## src/rtl/flux_fifo_pkg.sv

```systemverilog
// rtl/flux_fifo_pkg.sv - shared types, defaults and helpers for the tagged flux FIFO
package flux_fifo_pkg;

    localparam int FLUX_DEF       = 2;
    localparam int DATA_WIDTH_DEF = 18;
    localparam int DEPTH_DEF      = 8;
    localparam int TAG_WIDTH_DEF  = $clog2(FLUX_DEF);
    localparam int MAX_FLUX       = 32;

    typedef logic [TAG_WIDTH_DEF-1:0] flux_tag_t;

    typedef struct packed {
        flux_tag_t                 tag;
        logic [DATA_WIDTH_DEF-1:0] data;
    } token_t;

    // Isolate the lowest set bit; zero input gives zero.
    function automatic logic [MAX_FLUX-1:0] onehot_lsb(input logic [MAX_FLUX-1:0] v);
        return v & (~v + MAX_FLUX'(1));
    endfunction

    // Pointer wrap relies on natural binary overflow, so depth must be a power of two.
    function automatic bit is_pow2(input int n);
        return (n >= 2) && ((n & (n - 1)) == 0);
    endfunction

endpackage

```

## src/rtl/flux_fifo_bank.sv

```systemverilog
// rtl/flux_fifo_bank.sv - single-flux first-word-fall-through FIFO
module flux_fifo_bank
    import flux_fifo_pkg::*;
#(
    parameter int DATA_WIDTH = DATA_WIDTH_DEF,
    parameter int DEPTH      = DEPTH_DEF
) (
    input  logic                  clk,
    input  logic                  rst,
    input  logic                  wr_en,
    input  logic [DATA_WIDTH-1:0] wr_data,
    input  logic                  rd_en,
    output logic [DATA_WIDTH-1:0] rd_data,
    output logic                  full,
    output logic                  empty
);

    localparam int AW = $clog2(DEPTH);
    localparam int CW = $clog2(DEPTH + 1);

    logic [DATA_WIDTH-1:0] mem [DEPTH];
    logic [AW-1:0]         wr_ptr;
    logic [AW-1:0]         rd_ptr;
    logic [CW-1:0]         count;

    // Storage array; contents are don't-care until written, so no reset.
    always_ff @(posedge clk) begin
        if (wr_en) begin
            mem[wr_ptr] <= wr_data;
        end
    end

    // Pointers and occupancy; callers only assert wr_en when !full and rd_en when !empty.
    always_ff @(posedge clk) begin
        if (rst) begin
            wr_ptr <= '0;
            rd_ptr <= '0;
            count  <= '0;
        end else begin
            if (wr_en) begin
                wr_ptr <= wr_ptr + AW'(1);
            end
            if (rd_en) begin
                rd_ptr <= rd_ptr + AW'(1);
            end
            case ({wr_en, rd_en})
                2'b10:   count <= count + CW'(1);
                2'b01:   count <= count - CW'(1);
                default: count <= count;
            endcase
        end
    end

    assign rd_data = mem[rd_ptr];
    assign full    = (count == CW'(DEPTH));
    assign empty   = (count == '0);

endmodule

```

## src/rtl/tagged_flux_fifo.sv

```systemverilog
// rtl/tagged_flux_fifo.sv - multi-flux tagged FIFO; error flags enabled by FLUX_FIFO_ERR_EN
module tagged_flux_fifo
    import flux_fifo_pkg::*;
#(
    parameter int  FLUX       = FLUX_DEF,
    parameter int  DATA_WIDTH = DATA_WIDTH_DEF,
    parameter int  DEPTH      = DEPTH_DEF,
    localparam int TAG_WIDTH  = $clog2(FLUX)
) (
    input  logic                          clk,
    input  logic                          rst,
    input  logic [TAG_WIDTH+DATA_WIDTH-1:0] wr_din,
    input  logic                          wr_write,
    output logic [FLUX-1:0]               wr_full,
    input  logic [FLUX-1:0]               rd_read,
    output logic [FLUX-1:0]               rd_empty,
    output logic [TAG_WIDTH+DATA_WIDTH-1:0] rd_dout,
    output logic [FLUX-1:0]               err_ovf,
    output logic [FLUX-1:0]               err_udf
);

    if (!is_pow2(DEPTH)) begin : g_depth_check
        $error("tagged_flux_fifo: DEPTH must be a power of two >= 2");
    end

    logic [TAG_WIDTH-1:0]  wr_tag;
    logic [DATA_WIDTH-1:0] wr_data;
    logic                  tag_ok;
    logic [FLUX-1:0]       tag_hit;
    logic [FLUX-1:0]       wr_en;
    logic [FLUX-1:0]       rd_sel;
    logic [FLUX-1:0]       rd_en;
    logic [FLUX-1:0]       full;
    logic [FLUX-1:0]       empty;
    logic [DATA_WIDTH-1:0] head [FLUX];

    assign wr_tag  = wr_din[TAG_WIDTH+DATA_WIDTH-1 -: TAG_WIDTH];
    assign wr_data = wr_din[DATA_WIDTH-1:0];
    assign tag_ok  = (int'(wr_tag) < FLUX);
    // Multi-hot reads are served on the lowest set index only.
    assign rd_sel  = FLUX'(onehot_lsb(MAX_FLUX'(rd_read)));

    for (genvar f = 0; f < FLUX; f++) begin : g_flux
        assign tag_hit[f] = tag_ok && (wr_tag == TAG_WIDTH'(f));
        assign wr_en[f]   = wr_write && tag_hit[f] && !full[f];
        assign rd_en[f]   = rd_sel[f] && !empty[f];

        flux_fifo_bank #(
            .DATA_WIDTH (DATA_WIDTH),
            .DEPTH      (DEPTH)
        ) u_bank (
            .clk     (clk),
            .rst     (rst),
            .wr_en   (wr_en[f]),
            .wr_data (wr_data),
            .rd_en   (rd_en[f]),
            .rd_data (head[f]),
            .full    (full[f]),
            .empty   (empty[f])
        );
    end

    assign wr_full  = full;
    assign rd_empty = empty;

    // Head of the served flux tagged with its index; zero when nothing is served.
    always_comb begin
        rd_dout = '0;
        for (int f = 0; f < FLUX; f++) begin
            if (rd_en[f]) begin
                rd_dout = {TAG_WIDTH'(f), head[f]};
            end
        end
    end

`ifdef FLUX_FIFO_ERR_EN
    logic [FLUX-1:0] ovf_q;
    logic [FLUX-1:0] udf_q;
    logic [FLUX-1:0] ovf_set;
    logic [FLUX-1:0] udf_set;
    logic            multi_hot;

    assign multi_hot = |(rd_read & ~rd_sel);

    // Dropped writes with an out-of-range tag have no flag bit to land on.
    always_comb begin
        ovf_set = '0;
        for (int f = 0; f < FLUX; f++) begin
            if (wr_write && tag_hit[f] && full[f]) begin
                ovf_set[f] = 1'b1;
            end
        end
        udf_set = multi_hot ? rd_read : (rd_read & empty);
    end

    // Sticky error flags, cleared only by reset.
    always_ff @(posedge clk) begin
        if (rst) begin
            ovf_q <= '0;
            udf_q <= '0;
        end else begin
            ovf_q <= ovf_q | ovf_set;
            udf_q <= udf_q | udf_set;
        end
    end

    assign err_ovf = ovf_q;
    assign err_udf = udf_q;
`else
    assign err_ovf = '0;
    assign err_udf = '0;
`endif

endmodule

```

## config.mk

```make
export PLATFORM = sky130hd
export DESIGN_NAME = tagged_flux_fifo
export DESIGN_NICKNAME = d
export VERILOG_FILES = /design/src/rtl/flux_fifo_pkg.sv /design/src/rtl/flux_fifo_bank.sv /design/src/rtl/tagged_flux_fifo.sv
export SDC_FILE = /design/constraint.sdc
export NUM_CORES = 1
export LEC_CHECK = 0
export CAP_MARGIN = 25
export CORE_UTILIZATION = 25
export CTS_CLUSTER_DIAMETER = 100
export CTS_CLUSTER_SIZE = 16
export DETAILED_ROUTE_END_ITERATION = 10
export PLACE_DENSITY = 0.43
export SLEW_MARGIN = 0
export SYNTH_ARGS = -nofsm -noshare
export SYNTH_HDL_FRONTEND = slang
export SYNTH_HIERARCHICAL = 1
export SYNTH_SLANG_ARGS = --single-unit
```

## constraint.sdc

```tcl
create_clock -name clk -period 3.5 [get_ports clk]
set_input_delay 0.525 -clock clk [delete_from_list [all_inputs] [get_ports clk]]
set_output_delay 0.525 -clock clk [all_outputs]
set_load 0.005 [all_outputs]
```

==> run summary, run 1 <==
status = finished, final reports clean
Max-Slew Margin vs Limit = 39.8%
hold-fix buffers at CTS = 0
H-tree levels = 1
Final Max Slew Viols = 0
area of the core = 50200 sq um
Netlist Area Pre-Place = 12700 sq um
# IOs = 51
synth warn = 6
endpoints failing setup = 0
Max Clock Freq = 300 MHz
switching share of power = 24.0%
DP Wirelength = 16600 microns
pre-CTS setup slack = 0.394 ns
VDD IR max = 0.326 mV
site row count = 82
hold slack final = 0.535 ns
pwr/cell area = 555 nW/um^2
Seq cells post-synth = 314
Setup crit start kind = flip-flop
Reg power frac = 52.6%
Chip Height = 227 microns
grt total ovfl = 0
WP data required = 2.97 ns
area of the multi-input gates = 3320 sq um
Reg clk slew, reported paths = 0.07 ns
min Tclk post-route = 3.33 ns
Vias = 5869
final WL = 29100 microns
CTS root buffer = clkbuf_16
crit-path max FO = 36
CP Capture Type = primary output
Synth top area share = 68.1%
Die ar. = 51700 sq um
CTS tree = done
# resized after CTS = 0
switching pwr = 1950 uW
Cell variety after synth = 35
Post-route DRC = 0
largest net degree at the start of global routing = 37
Crit path arrival time = 2.80 ns
slew at the pin closest to its max-slew limit = 0.900 ns
via/cell ratio = 4.39
crit path kind = reg -> out
CTS Buffer Depth = 3
share of cells above drive strength 1 = 18.3%
power share of the combinational group = 18.2%
fin crit share = 95.1%
router iterations before antenna repair = 4
Mean Syn Cell Area = 21.4 sq um
mean routed wirelength per cell = 21.8 microns
area delta synth->final = 15.4%
post-route ant nets = 0
final critical-path setup slack = 0.172 ns
gpl congestion = 0.673
worst clock skew = 0.0225 ns
first-pass GRT wire length = 41400 microns
sequential-to-total area share from yosys stat = 72.2%
HP Start = g_flux[1].u_bank/rd_ptr[2]$_SDFFE_PP0P_
post-synth top area cell = edfxtp_1
fillers = 4855
Cells after Synth = 594
antenna cells = 0
Hold Crit Class = reg -> reg
initial DRC count = 369
Power, Total = 8120 uW
initial antenna violation count = 0
RSZ-0062 raised after global routing = no
clock latency on the worst-skew pair = 0.53 ns
gr usage total = 11.3%
Final Hold Viols = 0
IO buf count = 46
NumNets Final = 693
chip width = 227 microns
Sink Count = 314
Num CTS Buffers = 23
Worst R2R Start = g_flux[0].u_bank/count[1]$_SDFFE_PP0P_
Pleak = 0.00460 uW
Clk pwr share = 29.3%
ranking of synthesized cells by area = edfxtp_1 68%, mux4_1 15%, dfxtp_1 4.1%
initial core utilization = 25.3%
setup TNS = 0 ns
internal power = 6170 uW
max-cap violations = 0
vias in the first global route = 6190
# Post-CTS Setup Buffers = 0
Seq. cell area = 9170 sq um
## cells by family (layout without fill, tap and decap cells)
family / after synthesis / count (layout) / share of synthesized area (%)
compound gates: 28 / 28 / 2.02
xor+xnor: 14 / 14 / 0.966
fa+ha+maj: 10 / 10 / 0.986
buf+inv: 39 / 108 / 2.11
flops: 314 / 314 / 72.2
mux: 118 / 118 / 18.9
other cells: 1 / 4 / 0.0295
simple gates: 70 / 70 / 2.74
## power groups by stage
stage | Clock, uW | Sequential (uW) | Combinational, uW
finish | 2380 | 4270 | 1480
global route | 2570 | 4280 | 1590
CTS | 2470 | 4270 | 1520
detailed placement | 0 | 4350 | 1510
global placement | 0 | 4340 | 1460
floorplan | 0 | 4330 | 970
## cells in the final DEF, fill, tap and decap left out, drive strengths merged
cell           Yosys  layout
edfxtp           288     288
mux4              72      72
clkdlybuf4s50      0      46
mux2              40      40
nor2              33      33
clkbuf            10      31
buf               26      27
dfxtp             26      26
a32o              18      18
nand2             11      11
xor2              10      10
ha                10      10
nand2b             6       6
mux2i              6       6
nor3               6       6
conb               1       4
nor4b              4       4
xnor2              4       4
a21oi              4       4
nor2b              4       4
inv                3       3
nor4               2       2
o21ai              2       2
or3                2       2
a41oi              2       2
o41ai              2       2
and2               1       1
nor3b              1       1
clkinv             0       1
## stage by stage
step	area, sq um	util, %	instances
finish	14600	29.2	1338
detailed placement	14000	28.0	1306
global placement	14000	28.0	1306
CTS	14600	29.2	1338
floorplan	12700	-	597
global route	14600	29.2	1338
## worst max-delay path, stage by stage (launching register included)
cell and delay, ns:
dfxtp_2 0.34, buf_12 0.27, mux4_1 0.59, mux2_2 0.32, a32o_2 0.29, clkdlybuf4s50_1 0.46
## state kept, by name (all words and copies together) (netlist names), named ones only
name	count
g_flux.u_bank/rd_ptr	6
g_flux.u_bank/mem	288
g_flux.u_bank/count	8
g_flux.u_bank/wr_ptr	6
## synth_stat cells
cell,count
nor4_1,2
clkbuf_2,4
a21oi_1,4
nor2b_4,2
a32o_2,9
buf_1,6
nor3b_1,1
and2_2,1
a32o_1,9
nand2b_1,6
clkbuf_1,6
o41ai_1,2
a41oi_1,2
buf_6,11
xnor2_1,4
or3_1,2
xor2_1,10
mux2i_1,6
conb_1,1
nand2_1,11
mux2_2,40
dfxtp_1,26
nor4b_1,4
ha_1,10
nor2_1,33
nor2b_1,2
inv_2,1
nor3_1,6
buf_8,1
inv_1,2
mux4_1,72
edfxtp_1,288
buf_2,3
buf_4,5
o21ai_0,2
## layout make-up
type | instances | share of cell area (%)
flip-flops and latches | 314 | 62.6
multi-input cells | 244 | 22.7
well taps | 672 | 5.74
repair buffers | 73 | 4.70
clock buffers | 31 | 4.13
inverters | 3 | 0.0769
clock inverters | 1 | 0.0598
## worst paths after layout
kind                                                           endpoint  depth (start not counted)  slack (ns)
worst max-delay path                                         rd_dout[5]                          5        0.17
worst min-delay path            g_flux[1].u_bank/rd_ptr[2]$_SDFFE_PP0P_                          2        0.54
worst max register to register   g_flux[0].u_bank/count[3]$_SDFFE_PP0P_                          7        0.72
worst min register to register  g_flux[1].u_bank/rd_ptr[2]$_SDFFE_PP0P_                          2        0.54
## metal layers
metal	up-vias	track usage, %	wire length (microns)
li1	2609	-	-
met1	3151	13.6	12000
met2	83	21.3	15700
met3	26	1.47	994
met4	0	2.53	437
met5	-	0	0
Note: power is estimated with default switching activity, not from simulation.
==> inputs of run 2 (changes only) <==
--- a/config.mk
+++ b/config.mk
@@ -11,6 +11,7 @@
 export CTS_CLUSTER_SIZE = 16
 export DETAILED_ROUTE_END_ITERATION = 10
 export PLACE_DENSITY = 0.43
+export SKIP_LAST_GASP = 1
 export SLEW_MARGIN = 0
 export SYNTH_ARGS = -nofsm -noshare
 export SYNTH_HDL_FRONTEND = slang
==> results of run 2 <==
The final DEF is identical to that of run 1; final timing and power are the same.
